### config.mk
export PLATFORM = sky130hd
export DESIGN_NAME = muldiv_seq
export DESIGN_NICKNAME = d
export VERILOG_FILES = /design/src/rtl/muldiv_seq.sv
export SDC_FILE = /design/constraint.sdc
export NUM_CORES = 1
export LEC_CHECK = 0
export BUFFER_PORTS_ARGS = -buffer_cell sky130_fd_sc_hd__buf_2
export CORE_MARGIN = 3
export CORE_UTILIZATION = 46
export DETAILED_ROUTE_END_ITERATION = 10
export GPL_TIMING_DRIVEN = 0
export MAX_ROUTING_LAYER = met4
export PLACE_DENSITY = 0.66
export SLEW_MARGIN = 20
export SYNTH_ARGS = -nofsm -noshare
export SYNTH_HDL_FRONTEND = slang
export SYNTH_SLANG_ARGS = --single-unit
export TNS_END_PERCENT = 10
### constraint.sdc
create_clock -name clk -period 3.7 [get_ports clk]
set_input_delay 0.37 -clock clk [delete_from_list [all_inputs] [get_ports clk]]
set_output_delay 0.37 -clock clk [all_outputs]
set_load 0.03 [all_outputs]
### src/rtl/muldiv_seq.sv
// muldiv_seq: sequential multiply/divide unit.
// One operation at a time. A shift-add multiplier and a restoring divider
// each produce one bit per cycle, followed by a sign fix-up cycle.
// Build option: define MULDIV_DIV_EN to include the divide path. Without it,
// divide requests complete immediately, leave hi/lo unchanged, and divzero
// stays 0.
module muldiv_seq #(
  parameter int WIDTH = 32
) (
  input  logic             clk,
  input  logic             reset,
  input  logic             start,
  input  logic [1:0]       op,
  input  logic [WIDTH-1:0] a,
  input  logic [WIDTH-1:0] b,
  output logic             busy,
  output logic             done,
  output logic [WIDTH-1:0] hi,
  output logic [WIDTH-1:0] lo,
  output logic             divzero,
  output logic [1:0]       state
);

  typedef enum logic [1:0] {
    IDLE = 2'b00,
    CALC = 2'b01,
    FIX  = 2'b10,
    DONE = 2'b11
  } state_t;

  localparam int CW = $clog2(WIDTH + 1);
  localparam logic [CW-1:0] STEP_LAST = CW'(WIDTH);

  state_t               state_reg, state_next;
  logic [CW-1:0]        step_reg;
  logic [2*WIDTH-1:0]   acc_reg;
  logic [WIDTH-1:0]     opnd_reg;
  logic                 sign_a_reg, sign_b_reg;
  logic [WIDTH-1:0]     hi_reg, lo_reg;

  // Sign handling at capture: signed ops work on magnitudes.
  logic                 a_neg, b_neg;
  logic [WIDTH-1:0]     a_mag, b_mag;

  assign a_neg = op[0] & a[WIDTH-1];
  assign b_neg = op[0] & b[WIDTH-1];
  assign a_mag = a_neg ? -a : a;
  assign b_mag = b_neg ? -b : b;

  // Multiply step: conditionally add the multiplicand into the upper half,
  // then shift the whole accumulator right by one. The carry out is kept.
  logic [WIDTH:0]       mul_sum;
  logic [2*WIDTH-1:0]   mul_next;
  logic [2*WIDTH-1:0]   prod_fix;

  assign mul_sum  = {1'b0, acc_reg[2*WIDTH-1:WIDTH]}
                  + (acc_reg[0] ? {1'b0, opnd_reg} : '0);
  assign mul_next = {mul_sum, acc_reg[WIDTH-1:1]};
  assign prod_fix = (sign_a_reg ^ sign_b_reg) ? -acc_reg : acc_reg;

  logic [2*WIDTH-1:0]   iter_next;
  logic [WIDTH-1:0]     res_hi, res_lo;
  logic                 skip;

`ifdef MULDIV_DIV_EN
  logic                 div_reg;
  logic                 divzero_reg;
  logic [WIDTH:0]       rem_shift, rem_diff;
  logic [2*WIDTH-1:0]   div_next;
  logic [WIDTH-1:0]     quo_fix, rem_fix;

  // Restoring divide step. The accumulator holds {remainder, dividend/quotient}.
  // Shift in the next dividend bit and try subtracting the divisor. A borrow
  // restores the remainder and shifts in a 0 quotient bit.
  assign rem_shift = {acc_reg[2*WIDTH-1:WIDTH], acc_reg[WIDTH-1]};
  assign rem_diff  = rem_shift - {1'b0, opnd_reg};
  assign div_next  = rem_diff[WIDTH]
                   ? {rem_shift[WIDTH-1:0], acc_reg[WIDTH-2:0], 1'b0}
                   : {rem_diff[WIDTH-1:0],  acc_reg[WIDTH-2:0], 1'b1};

  // The quotient follows the sign product. The remainder follows the dividend.
  // The most-negative / -1 case wraps back to the most negative value.
  assign quo_fix = (sign_a_reg ^ sign_b_reg) ? -acc_reg[WIDTH-1:0] : acc_reg[WIDTH-1:0];
  assign rem_fix = sign_a_reg ? -acc_reg[2*WIDTH-1:WIDTH] : acc_reg[2*WIDTH-1:WIDTH];

  assign iter_next = div_reg ? div_next : mul_next;
  assign res_hi    = div_reg ? rem_fix : prod_fix[2*WIDTH-1:WIDTH];
  assign res_lo    = div_reg ? quo_fix : prod_fix[WIDTH-1:0];
  assign skip      = op[1] && (b == '0);
  assign divzero   = divzero_reg;
`else
  assign iter_next = mul_next;
  assign res_hi    = prod_fix[2*WIDTH-1:WIDTH];
  assign res_lo    = prod_fix[WIDTH-1:0];
  assign skip      = op[1];
  assign divzero   = 1'b0;
`endif

  // State register.
  always_ff @(posedge clk or negedge reset) begin
    if (!reset) state_reg <= IDLE;
    else        state_reg <= state_next;
  end

  // Next-state logic. Requests that need no calculation jump straight to DONE.
  always_comb begin
    state_next = state_reg;
    case (state_reg)
      IDLE:    if (start) state_next = skip ? DONE : CALC;
      CALC:    if (step_reg == STEP_LAST) state_next = FIX;
      FIX:     state_next = DONE;
      DONE:    state_next = IDLE;
      default: state_next = IDLE;
    endcase
  end

  // Datapath: capture operands on accept, iterate in CALC, and publish the
  // results on the edge that enters DONE.
  always_ff @(posedge clk or negedge reset) begin
    if (!reset) begin
      step_reg    <= '0;
      acc_reg     <= '0;
      opnd_reg    <= '0;
      sign_a_reg  <= 1'b0;
      sign_b_reg  <= 1'b0;
      hi_reg      <= '0;
      lo_reg      <= '0;
`ifdef MULDIV_DIV_EN
      div_reg     <= 1'b0;
      divzero_reg <= 1'b0;
`endif
    end else begin
      case (state_reg)
        IDLE: if (start) begin
          step_reg   <= '0;
          sign_a_reg <= a_neg;
          sign_b_reg <= b_neg;
`ifdef MULDIV_DIV_EN
          div_reg     <= op[1];
          divzero_reg <= 1'b0;
          if (op[1]) begin
            opnd_reg <= b_mag;
            acc_reg  <= {{WIDTH{1'b0}}, a_mag};
          end else begin
            opnd_reg <= a_mag;
            acc_reg  <= {{WIDTH{1'b0}}, b_mag};
          end
          if (skip) begin
            hi_reg      <= a;
            lo_reg      <= '1;
            divzero_reg <= 1'b1;
          end
`else
          opnd_reg <= a_mag;
          acc_reg  <= {{WIDTH{1'b0}}, b_mag};
`endif
        end
        CALC: if (step_reg != STEP_LAST) begin
          acc_reg  <= iter_next;
          step_reg <= step_reg + CW'(1);
        end
        FIX: begin
          hi_reg <= res_hi;
          lo_reg <= res_lo;
        end
        default: ;
      endcase
    end
  end

  assign state = state_reg;
  assign busy  = (state_reg != IDLE);
  assign done  = (state_reg == DONE);
  assign hi    = hi_reg;
  assign lo    = lo_reg;

endmodule

==> flow_metrics.env <==
export IMPL_status="complete, no violations"
export IMPL_die_y_microns=161
export IMPL_synth_area_per_cell_sq_um=8.50
export IMPL_fmax_mhz=279
export IMPL_areaGrowthSynthToFinish_pct=16.0
export IMPL_critPathSlowestCell="dfrtp_2"
export IMPL_antenna_found_initial=0
export IMPL_place_gp_congestion=0.943
export IMPL_critPathKind="flip-flop to flip-flop"
export IMPL_ir_drop_uv=466
export IMPL_synth_fp_nets=1412
export IMPL_rows=56
export IMPL_synth_most_common_cell="dfrtp_1"
export IMPL_drt_antenna_violating_nets=0
export IMPL_drtIter0Drc=831
export IMPL_p_switching_uw=6000
export IMPL_synth_top_area_share_pct=38.5
export IMPL_grt_ovfl_total=0
export IMPL_ys_seq_elements=170
export IMPL_dp_hpwl_mm=25.1
export IMPL_min_period_ns=3.58
export IMPL_wl_met3_mm=1.95
export IMPL_slew_viol_final=0
export IMPL_setup_ws_ns=0.117
export IMPL_critPathTopFamily="compound AO/OA/AOI/OAI gates"
export IMPL_worstPathMaxFanout=10
export IMPL_cts_setup_buffers=0
export IMPL_slew_headroom_pct=41.4
export IMPL_rsz0062_at_grt="yes"
export IMPL_clk_pin_slew_ns=0.07
export IMPL_setup_viol=0
export IMPL_cts_tree="built"
export IMPL_p_per_area_nw_per_um2=924
export IMPL_dp_cells=1757
export IMPL_finalNetCount=1569
export IMPL_comb_power_share_pct=54.2
export IMPL_synth_common_cells="dfrtp_1 (170), nor2_1 (136), nand2_1 (135)"
export IMPL_track_usage_pct=25.4
export IMPL_hold_violations=0
export IMPL_numPortBuffers=136
export IMPL_first_global_vias=9661
export IMPL_swShare_pct=50.7
export IMPL_fp_dieW_microns=161
export IMPL_ioPinCount=138
export IMPL_endpoint_kind="flip-flop"
export IMPL_grt_max_degree=71
export IMPL_finClkSkew_ns=0.0104
export IMPL_arrival_ns=3.91
export IMPL_cts_sinks=170
export IMPL_ys_async_sr_fraction_pct=100
export IMPL_ys_seq_area_share_pct=38.5
export IMPL_min_delay_path_class="input port to flip-flop"
export IMPL_layout_worst_path_cycle_share_pct=96.8
export IMPL_power_internal_uw=5840
export IMPL_largest_reg_flops=64
export IMPL_routed_via_density=5.69
export IMPL_synthTopCellsByArea="dfrtp_1 (38%), xnor2_1 (6.7%), a21oi_1 (5.9%), o21ai_0 (5.0%), ha_1 (4.8%)"
export IMPL_wl_met2_mm=13.9
export IMPL_pwr_share_seq_pct=30.8
export IMPL_worstSkewPairLatency_ns=0.44
export IMPL_htree_levels=4
export IMPL_grt_pass1_wl_mm=51.7
export IMPL_cp_num_buf_inv=1
export IMPL_vias=10175
export IMPL_post_place_ws_ns=-0.527
export IMPL_wirelength_mm=31.9
export IMPL_synth_cell_types=67
export IMPL_clockBufferDepth=2
export IMPL_drt_pass1_iter_count=5
export IMPL_drc=0
export IMPL_wire_per_inst_microns=17.8
export IMPL_clockPowerShare_pct=15.0
export IMPL_slowest_delay_ns=0.52
export IMPL_stdcell_count=1789
export IMPL_synth_edf_count=0
export IMPL_layout_drive_gt1_share_pct=13.4
export IMPL_cts_root_buf="clkbuf_16"
export IMPL_syn_area_sq_um=11100
export IMPL_wl_met1_mm=15.6
export IMPL_maxCapViolations=0
export IMPL_core_area_sq_um=23500
export IMPL_synthFlopType="dfrtp_1"
export IMPL_synth_top_cell_by_area="dfrtp_1"
export IMPL_routed_top_layer="met4"
export IMPL_ys_warnings_count=0
export IMPL_fillers=2282
export IMPL_p_leak_uw=0.00566
export IMPL_cp_required_ns=4.03
export IMPL_initial_utilization_pct=46.9
export IMPL_startpoint_type="flip-flop"
export IMPL_die_area_sq_um=25900
export IMPL_numCtsBuffers=17
export IMPL_critical_path_cell_chain="clkbuf_1, and2_1, ha_1, a21oi_1, o2111ai_1, a221oi_4, o221ai_1, o311a_1, or3_1, a32o_1"
export IMPL_synthCells=1300
export IMPL_worst_pin_slew_ns=0.873
export IMPL_antenna_cells=0
## kinds of logic (layout without fill, tap and decap cells)
| family | count (synthesis) | count (layout) | synth area share (%) |
|---|---|---|---|
| simple gates | 438 | 438 | 18.9 |
| compound gates | 382 | 382 | 21.0 |
| flops | 170 | 170 | 38.5 |
| xor+xnor | 144 | 144 | 11.4 |
| buf+inv | 106 | 276 | 3.71 |
| fa+ha+maj | 43 | 43 | 4.94 |
| mux | 16 | 16 | 1.47 |
| other cells | 1 | 1 | 0.0339 |
## timing repair
item,in CTS,in global routing
gates resized for setup,3,4
endpoints found under the setup margin,11,18
hold buffers,1,0
endpoints found under the hold margin,44,0
## layout make-up
type	count	area, sq um	area share [%]
Timing Repair Buffer	139	756	5.90
Clock buffer	17	425	3.32
Tap cell	319	399	3.11
Inverter	40	150	1.17
Clock inverter	15	153	1.19
Multi-Input combinational cell	1024	6420	50.1
Sequential cell	170	4260	33.2
Buffer	65	258	2.01
## worst min-delay path: cells and delay by family
| family | cells | cell delay (ns) |
|---|---|---|
| compound gates | 1 | 0.06 |
| buf+inv | 1 | 0.11 |
| simple gates | 1 | 0.06 |
## layout by cell type, fill, tap and decap left out, types with 9 or more instances in the layout
master	n
nor3_1	29
a31oi_1	19
ha_1	42
o31ai_1	23
inv_1	39
o211ai_1	9
nand2_1	135
clkbuf_1	56
a21o_1	16
or3_1	13
nand4_1	14
nor4_1	15
o21ai_0	111
nor2_1	136
dfrtp_1	169
xor2_1	59
xnor2_1	85
and2_1	35
clkbuf_16	17
buf_2	136
o41ai_1	13
or4_1	12
mux2i_1	14
nand3_1	14
a21oi_1	129
## stage by stage
| stage | total power, uW | hold WS [ns] | TNS (ns) | utilization [%] | instance area [sq um] |
|---|---|---|---|---|---|
| finish | 11800 | 0.204 | 0 | 54.4 | 12800 |
| CTS | 11800 | 0.195 | 0 | 54.3 | 12800 |
| global route | 12700 | 0.257 | -0.106 | 54.4 | 12800 |
| global placement | 9870 | 0.457 | -61.15 | 51.5 | 12100 |
| floorplan | 7990 | 0.0744 | 0 | - | 11100 |
| detailed placement | 9990 | 0.291 | -2.09 | 51.8 | 12200 |
## path summary, 6_finish.rpt
kind,start,endpoint,slack (ns),depth (start not counted)
hold / removal,a[31],opnd_reg[31]$_DFFE_PN0P_,0.20,3
setup / recovery,acc_reg[0]$_DFFE_PN0P_,acc_reg[54]$_DFFE_PN0P_,0.12,10
hold reg to reg,opnd_reg[8]$_DFFE_PN0P_,opnd_reg[8]$_DFFE_PN0P_,0.48,2
min in group asynchronous,reset,hi[20]$_DFFE_PN0P_,0.41,2
max in group asynchronous,reset,acc_reg[27]$_DFFE_PN0P_,2.61,3
setup reg to reg,acc_reg[0]$_DFFE_PN0P_,acc_reg[54]$_DFFE_PN0P_,0.12,10
## per-layer routing
| metal | vias up | track usage (%) |
|---|---|---|
| met5 | - | - |
| met2 | 327 | 37.5 |
| met3 | 35 | 3.44 |
| met4 | 0 | 5.48 |
| li1 | 4977 | - |
| met1 | 4836 | 37.7 |
## power groups by stage
stage	clock network [uW]	registers, uW	logic (uW)
4_1_cts	1790	3610	6400
3_3_place_gp	0	3590	6280
2_1_floorplan	0	4050	3940
3_5_place_dp	0	3620	6370
6_report	1780	3640	6420
5_1_grt	1850	3750	7110
Power figures use the tool's default switching activity.
